[src/rtl/ghostbus_host_pkg.sv]
// Shared encodings for the ghostbus byte host: FSM states, command byte fields,
// and the bit-width to byte-count helper.
package ghostbus_host_pkg;

    typedef enum logic [2:0] {
        IDLE  = 3'd0,
        ADDR  = 3'd1,
        WDATA = 3'd2,
        WSTB  = 3'd3,
        RSTB  = 3'd4,
        WAIT  = 3'd5,
        RESP  = 3'd6
    } state_t;

    localparam int CMD_RD_BIT  = 7;
    localparam int CMD_RSV_MSB = 6;
    localparam int CMD_RSV_LSB = 4;
    localparam int CMD_CNT_MSB = 3;
    localparam int CMD_CNT_LSB = 0;

    function automatic int width_to_bytes(input int width_bits);
        return width_bits / 8;
    endfunction

endpackage

[src/rtl/ghostbus_byte_serializer.sv]
// Parallel-load DW-bit word, emitted as DW/8 bytes MSB first on a valid/ready port.
// Latency: first byte valid the cycle after load. Backpressure: holds tx_data while !tx_ready.
// Shift only advances on an accepted byte; done pulses with the final handshake.
module ghostbus_byte_serializer
    import ghostbus_host_pkg::*;
#(
    parameter int DW = 32
) (
    input  logic          gb_clk,
    input  logic          gb_rst,
    input  logic          load_vld,
    input  logic [DW-1:0] load_dat,
    output logic [7:0]    tx_data,
    output logic          tx_valid,
    input  logic          tx_ready,
    output logic          done
);

    localparam int NB = width_to_bytes(DW);
    localparam int CW = $clog2(NB + 1);

    logic [DW-1:0] sr_q,  sr_d;
    logic [CW-1:0] cnt_q, cnt_d;
    logic          act_q, act_d;

    always_comb begin
        sr_d  = sr_q;
        cnt_d = cnt_q;
        act_d = act_q;
        done  = 1'b0;
        if (load_vld) begin
            sr_d  = load_dat;
            cnt_d = '0;
            act_d = 1'b1;
        end else if (act_q && tx_ready) begin
            sr_d  = sr_q << 8;
            cnt_d = cnt_q + CW'(1);
            if (cnt_q == CW'(NB - 1)) begin
                act_d = 1'b0;
                done  = 1'b1;
            end
        end
    end

    always_ff @(posedge gb_clk or posedge gb_rst) begin
        if (gb_rst) begin
            sr_q  <= '0;
            cnt_q <= '0;
            act_q <= 1'b0;
        end else begin
            sr_q  <= sr_d;
            cnt_q <= cnt_d;
            act_q <= act_d;
        end
    end

    assign tx_data  = sr_q[DW-1 -: 8];
    assign tx_valid = act_q;

endmodule

[src/rtl/ghostbus_byte_host.sv]
// Byte-stream command parser driving ghostbus write/read strobes; read data returned as bytes.
// Latency: strobe the cycle after the last frame byte; read capture RD_LAT cycles after gb_rstb.
// Backpressure: rx_ready low outside IDLE/ADDR/WDATA; RESP waits on tx_ready. Burst: GHOSTBUS_BYTE_HOST_BURST_EN.
module ghostbus_byte_host
    import ghostbus_host_pkg::*;
#(
    parameter int AW     = 24,
    parameter int DW     = 32,
    parameter int RD_LAT = 2
) (
    input  logic          gb_clk,
    input  logic          gb_rst,
    input  logic [7:0]    rx_data,
    input  logic          rx_valid,
    output logic          rx_ready,
    output logic [7:0]    tx_data,
    output logic          tx_valid,
    input  logic          tx_ready,
    output logic [AW-1:0] gb_addr,
    output logic [DW-1:0] gb_wdata,
    input  logic [DW-1:0] gb_rdata,
    output logic          gb_wen,
    output logic          gb_rstb,
    output logic          busy,
    output logic [7:0]    err_cnt
);

    localparam int AB   = width_to_bytes(AW);
    localparam int DB   = width_to_bytes(DW);
    localparam int MAXB = (AB > DB) ? AB : DB;
    localparam int IW   = $clog2(MAXB + 1);

    state_t        state_q, state_d;
    logic [AW-1:0] addr_q,  addr_d;
    logic [DW-1:0] wdata_q, wdata_d;
    logic          rd_q,    rd_d;
    logic [IW-1:0] idx_q,   idx_d;
    logic [3:0]    lat_q,   lat_d;
    logic [7:0]    err_q,   err_d;
`ifdef GHOSTBUS_BYTE_HOST_BURST_EN
    logic [3:0]    beats_q, beats_d;
`endif

    logic rx_acc;
    logic ser_load;
    logic ser_done;

    // Held low while reset is asserted so every output reads 0 during reset.
    assign rx_ready = !gb_rst && (state_q == IDLE || state_q == ADDR || state_q == WDATA);
    assign rx_acc   = rx_valid && rx_ready;

    always_comb begin
        state_d  = state_q;
        addr_d   = addr_q;
        wdata_d  = wdata_q;
        rd_d     = rd_q;
        idx_d    = idx_q;
        lat_d    = lat_q;
        err_d    = err_q;
        ser_load = 1'b0;
`ifdef GHOSTBUS_BYTE_HOST_BURST_EN
        beats_d  = beats_q;
`endif
        case (state_q)
            IDLE: begin
                if (rx_acc) begin
                    if (rx_data[CMD_RSV_MSB:CMD_RSV_LSB] != '0) begin
                        if (err_q != 8'hFF) err_d = err_q + 8'd1;
                    end else begin
                        rd_d    = rx_data[CMD_RD_BIT];
                        idx_d   = '0;
                        state_d = ADDR;
`ifdef GHOSTBUS_BYTE_HOST_BURST_EN
                        beats_d = rx_data[CMD_CNT_MSB:CMD_CNT_LSB];
`endif
                    end
                end
            end
            ADDR: begin
                if (rx_acc) begin
                    addr_d = (addr_q << 8) | AW'(rx_data);
                    idx_d  = idx_q + IW'(1);
                    if (idx_q == IW'(AB - 1)) begin
                        idx_d   = '0;
                        state_d = rd_q ? RSTB : WDATA;
                    end
                end
            end
            WDATA: begin
                if (rx_acc) begin
                    wdata_d = (wdata_q << 8) | DW'(rx_data);
                    idx_d   = idx_q + IW'(1);
                    if (idx_q == IW'(DB - 1)) begin
                        idx_d   = '0;
                        state_d = WSTB;
                    end
                end
            end
            WSTB: begin
`ifdef GHOSTBUS_BYTE_HOST_BURST_EN
                addr_d = addr_q + AW'(1);
                if (beats_q != 4'd0) begin
                    beats_d = beats_q - 4'd1;
                    state_d = WDATA;
                end else begin
                    state_d = IDLE;
                end
`else
                state_d = IDLE;
`endif
            end
            RSTB: begin
                lat_d   = 4'(RD_LAT);
                state_d = WAIT;
`ifdef GHOSTBUS_BYTE_HOST_BURST_EN
                addr_d  = addr_q + AW'(1);
`endif
            end
            WAIT: begin
                // Counter hits zero in the RD_LAT-th cycle after the strobe: sample rdata then.
                lat_d = lat_q - 4'd1;
                if (lat_q == 4'd1) begin
                    ser_load = 1'b1;
                    state_d  = RESP;
                end
            end
            RESP: begin
                if (ser_done) begin
`ifdef GHOSTBUS_BYTE_HOST_BURST_EN
                    if (beats_q != 4'd0) begin
                        beats_d = beats_q - 4'd1;
                        state_d = RSTB;
                    end else begin
                        state_d = IDLE;
                    end
`else
                    state_d = IDLE;
`endif
                end
            end
            default: state_d = IDLE;
        endcase
    end

    always_ff @(posedge gb_clk or posedge gb_rst) begin
        if (gb_rst) begin
            state_q <= IDLE;
            addr_q  <= '0;
            wdata_q <= '0;
            rd_q    <= 1'b0;
            idx_q   <= '0;
            lat_q   <= '0;
            err_q   <= '0;
`ifdef GHOSTBUS_BYTE_HOST_BURST_EN
            beats_q <= '0;
`endif
        end else begin
            state_q <= state_d;
            addr_q  <= addr_d;
            wdata_q <= wdata_d;
            rd_q    <= rd_d;
            idx_q   <= idx_d;
            lat_q   <= lat_d;
            err_q   <= err_d;
`ifdef GHOSTBUS_BYTE_HOST_BURST_EN
            beats_q <= beats_d;
`endif
        end
    end

    ghostbus_byte_serializer #(.DW(DW)) u_ser (
        .gb_clk   (gb_clk),
        .gb_rst   (gb_rst),
        .load_vld (ser_load),
        .load_dat (gb_rdata),
        .tx_data  (tx_data),
        .tx_valid (tx_valid),
        .tx_ready (tx_ready),
        .done     (ser_done)
    );

    assign gb_addr  = addr_q;
    assign gb_wdata = wdata_q;
    assign gb_wen   = (state_q == WSTB);
    assign gb_rstb  = (state_q == RSTB);
    assign busy     = (state_q != IDLE);
    assign err_cnt  = err_q;

endmodule

[config.mk]
export PLATFORM = sky130hd
export DESIGN_NAME = ghostbus_byte_host
export DESIGN_NICKNAME = d
export VERILOG_FILES = /design/src/rtl/ghostbus_host_pkg.sv /design/src/rtl/ghostbus_byte_serializer.sv /design/src/rtl/ghostbus_byte_host.sv
export SDC_FILE = /design/constraint.sdc
export NUM_CORES = 1
export LEC_CHECK = 0
export ABC_AREA = 1
export CAP_MARGIN = 20
export CELL_PAD_IN_SITES_DETAIL_PLACEMENT = 1
export CELL_PAD_IN_SITES_GLOBAL_PLACEMENT = 1
export CORE_MARGIN = 2
export CORE_UTILIZATION = 40
export DETAILED_ROUTE_END_ITERATION = 8
export PLACE_DENSITY = 0.88
export SYNTH_ARGS = -nofsm -noshare
export SYNTH_HDL_FRONTEND = slang
export SYNTH_SLANG_ARGS = --single-unit
[constraint.sdc]
create_clock -name gb_clk -period 5.4 [get_ports gb_clk]
set_input_delay 0.81 -clock gb_clk [delete_from_list [all_inputs] [get_ports gb_clk]]
set_output_delay 0.81 -clock gb_clk [all_outputs]
set_load 0.05 [all_outputs]
==> flow_summary.toml <==
[global_routing]
grtUsageTotal_pct = 21.51
antenna_found_initial = 0
grt_max_degree = 85
grt_overflow_total = 0
grt_pass1_wl_mm = 22.73
grt_pass1_vias = 4528

[sta]
worst_slack_ps = 2252
setup_violations = 0
fin_setup_tns_ps = 0
fin_crit_sh_pct = 58.30
clock_skew_ps = 10.51
hold_viol = 0
rsz0062_at_grt = "false"
tightest_slew_ps = 909.3
min_period_ps = 3148
relSlewSlack_pct = 39.31
final_max_slew_viol_count = 0
fmax_mhz = 317.6

[power_and_ir_drop]
max-vdd-ir-drop_mv = 0.1956
p_leak_nw = 2.984
cellPowerDensity_mw_per_mm2 = 533.6

[drt]
drt_iter0_markers = 203
via_per_inst = 5.121
wl_mm = 14.74
detail_route.wl_per_cell_microns = 17.12
dr.pass1.iters = 4
drc = 0
antenna_left = 0
vias = 4409

[worst_setup_path]
critPathCaptureType = "output port"
worstPathRequired_ps = 4590
worstSetupPathType = "in2out"
startpoint_type = "input port"
ff2ff_path_depth = 4
arrival_ps = 2340
r2r_end = "gb_addr[18]"
worstReg2RegStart = "state_q[0]"
rrSetupSlack_ps = 2920
worst-path-max-fanout = 2

[synthesis]
yosysUniqueCellTypes = 32
avgSynthCellArea_sq_um = 8.726
synth_cells = 585
synthesis.area_sq_mm = 0.005105
ys_seq_area_share_pct = 54.41
yosysWarnings = 0
syn-num-nets = 638
ys_seq_elements = 111

[cells_and_area]
stdcell_area_sq_mm = 0.006656
drive_above_1_share_pct = 5.951
layout_common_cells = "138 x nand2_1, 120 x clkdlybuf4s50_1, 111 x dfrtp_1"
post-route-util_pct = 53.18
antenna_cells = 0
final_common_cell = "nand2_1"
final_net_count = 737
area_delta_synth_final_pct = 30.39

[placed_design]
globalplace.congestion = 0.8205
hpwl_mm = 9.791
place_ws_ps = 2090
portBuffers = 120
placed_area_sq_mm = 0.006310

[clock_tree]
clk_pin_slew_ps = 70
root_buffer = "clkbuf_16"
cts_tree = "done"
cts.sinks = 111
post_cts_buffers = 0
cts_resized = 0
clk_latency_ps = 360
cts_htree_levels = 3
numCtsBuffers = 9
cts_hold_buffers = 0
clk_path_buf_depth = 2

[floorplanning]
dieArea_sq_mm = 0.01368
num_rows = 41
die_w_microns = 117.0
coreArea_sq_mm = 0.01252
io_pins = 121
dieHeight_microns = 117.0
start_util_pct = 40.78

[hold_path]
whs_endpoint = "gb_addr[17]"
min_path_cells = 2
hp-class = "reg2reg"
hp-start = "gb_addr[17]"

[outcome]
status = "finished clean"

[run]
drv_cap = 0
## per-stage QoR
stage	hold WS, ps	cells	total power, mW
global placement	464.2	843	2.752
floorplan	469.0	585	2.323
CTS	495.9	859	3.558
detailed placement	477.8	843	2.841
finish	493.7	861	3.552
global route	525.3	861	3.730
## synthesized netlist by cell type
master    count  area (sq um)
inv_4         1         6.260
inv_2         1         3.750
nand3_1      72         360.4
a22oi_1       1         7.510
nor3_1        4         20.02
nand3_2       2         20.02
nand4_1       3         18.77
buf_6         5         56.30
o22ai_1       1         6.260
clkinv_1      1         3.750
nand2_1     138         518.0
clkbuf_1      5         18.77
a21oi_1       3         15.01
o21ai_1      48         240.2
nor2_1       29         108.9
ha_1          9         112.6
o31ai_1       1         7.510
dfrtp_1     111          2778
nand2_2       3         18.77
o21ai_0      13         65.06
nor2_4        2         22.52
a31oi_1      16         100.1
nor2_2        2         12.51
xnor2_1       5         43.79
xor2_1        1         8.760
inv_1        71         266.5
buf_2        15         75.07
nand3b_1      2         15.01
o21ai_2       7         61.31
nand3_4       2         35.03
buf_1         1         3.750
buf_4        10         75.07
## layer usage
metal | global-route usage [%] | part of all wire [%] | up-vias
met3 | 2.369 | 2.5 | 27
li1 | - | - | 2074
met2 | 39.92 | 54 | 73
met5 | 0 | 0 | -
met4 | 9.490 | 2.4 | 0
met1 | 25.03 | 41 | 2235
## worst max-delay path, cell delays in order
cell and delay, ps:
clkdlybuf4s50_1 470, nor3_1 200, clkdlybuf4s50_1 860
## power breakdown
part | switching (mW) | internal [mW]
clock | 0.328 | 0.361
combinational | 1.09 | 0.498
sequential | 0.210 | 1.07
## final cells by class
type | instances | area (sq um)
tap | 172 | 215.2
clock buffer | 9 | 225.2
inverter | 74 | 282.8
sequential | 111 | 2778
multi-input combinational | 364 | 1818
clock inverter | 7 | 73.82
timing repair buffer | 124 | 1264
fill | 1481 | 5861
## cell families after synthesis
logic type / Yosys count / share of synthesized area [%]
buffers and inverters: 110 / 9.975
XOR/XNOR: 6 / 1.029
flip-flops: 111 / 54.41
AO/OA/AOI/OAI: 90 / 9.853
AND/OR/NAND/NOR: 259 / 22.52
adder cells (fa/ha/maj): 9 / 2.206
## state kept, by name (all words and copies together), names as in the netlist
| name | count |
|---|---|
| gb_wdata | 32 |
| lat_q | 4 |
| err_cnt | 8 |
| idx_q | 3 |
| gb_addr | 24 |
| state_q | 3 |
| u_ser.cnt_q | 3 |
| u_ser.tx_valid | 1 |
| rd_q | 1 |
| u_ser.sr_q | 32 |
## worst max path at each step
stage / slack, ps / end / depth (start not counted) / start
6_report: 2250 / rx_ready / 3 / gb_rst
5_1_grt: 2170 / rx_ready / 3 / gb_rst
4_1_cts: 2270 / rx_ready / 3 / gb_rst
3_5_place_dp: 2090 / gb_addr[18] / 6 / gb_rst
3_3_place_gp: 2280 / rx_ready / 3 / gb_rst
2_1_floorplan: 1200 / gb_addr[0] / 8 / gb_rst
Note: power is estimated with default switching activity, not from simulation.
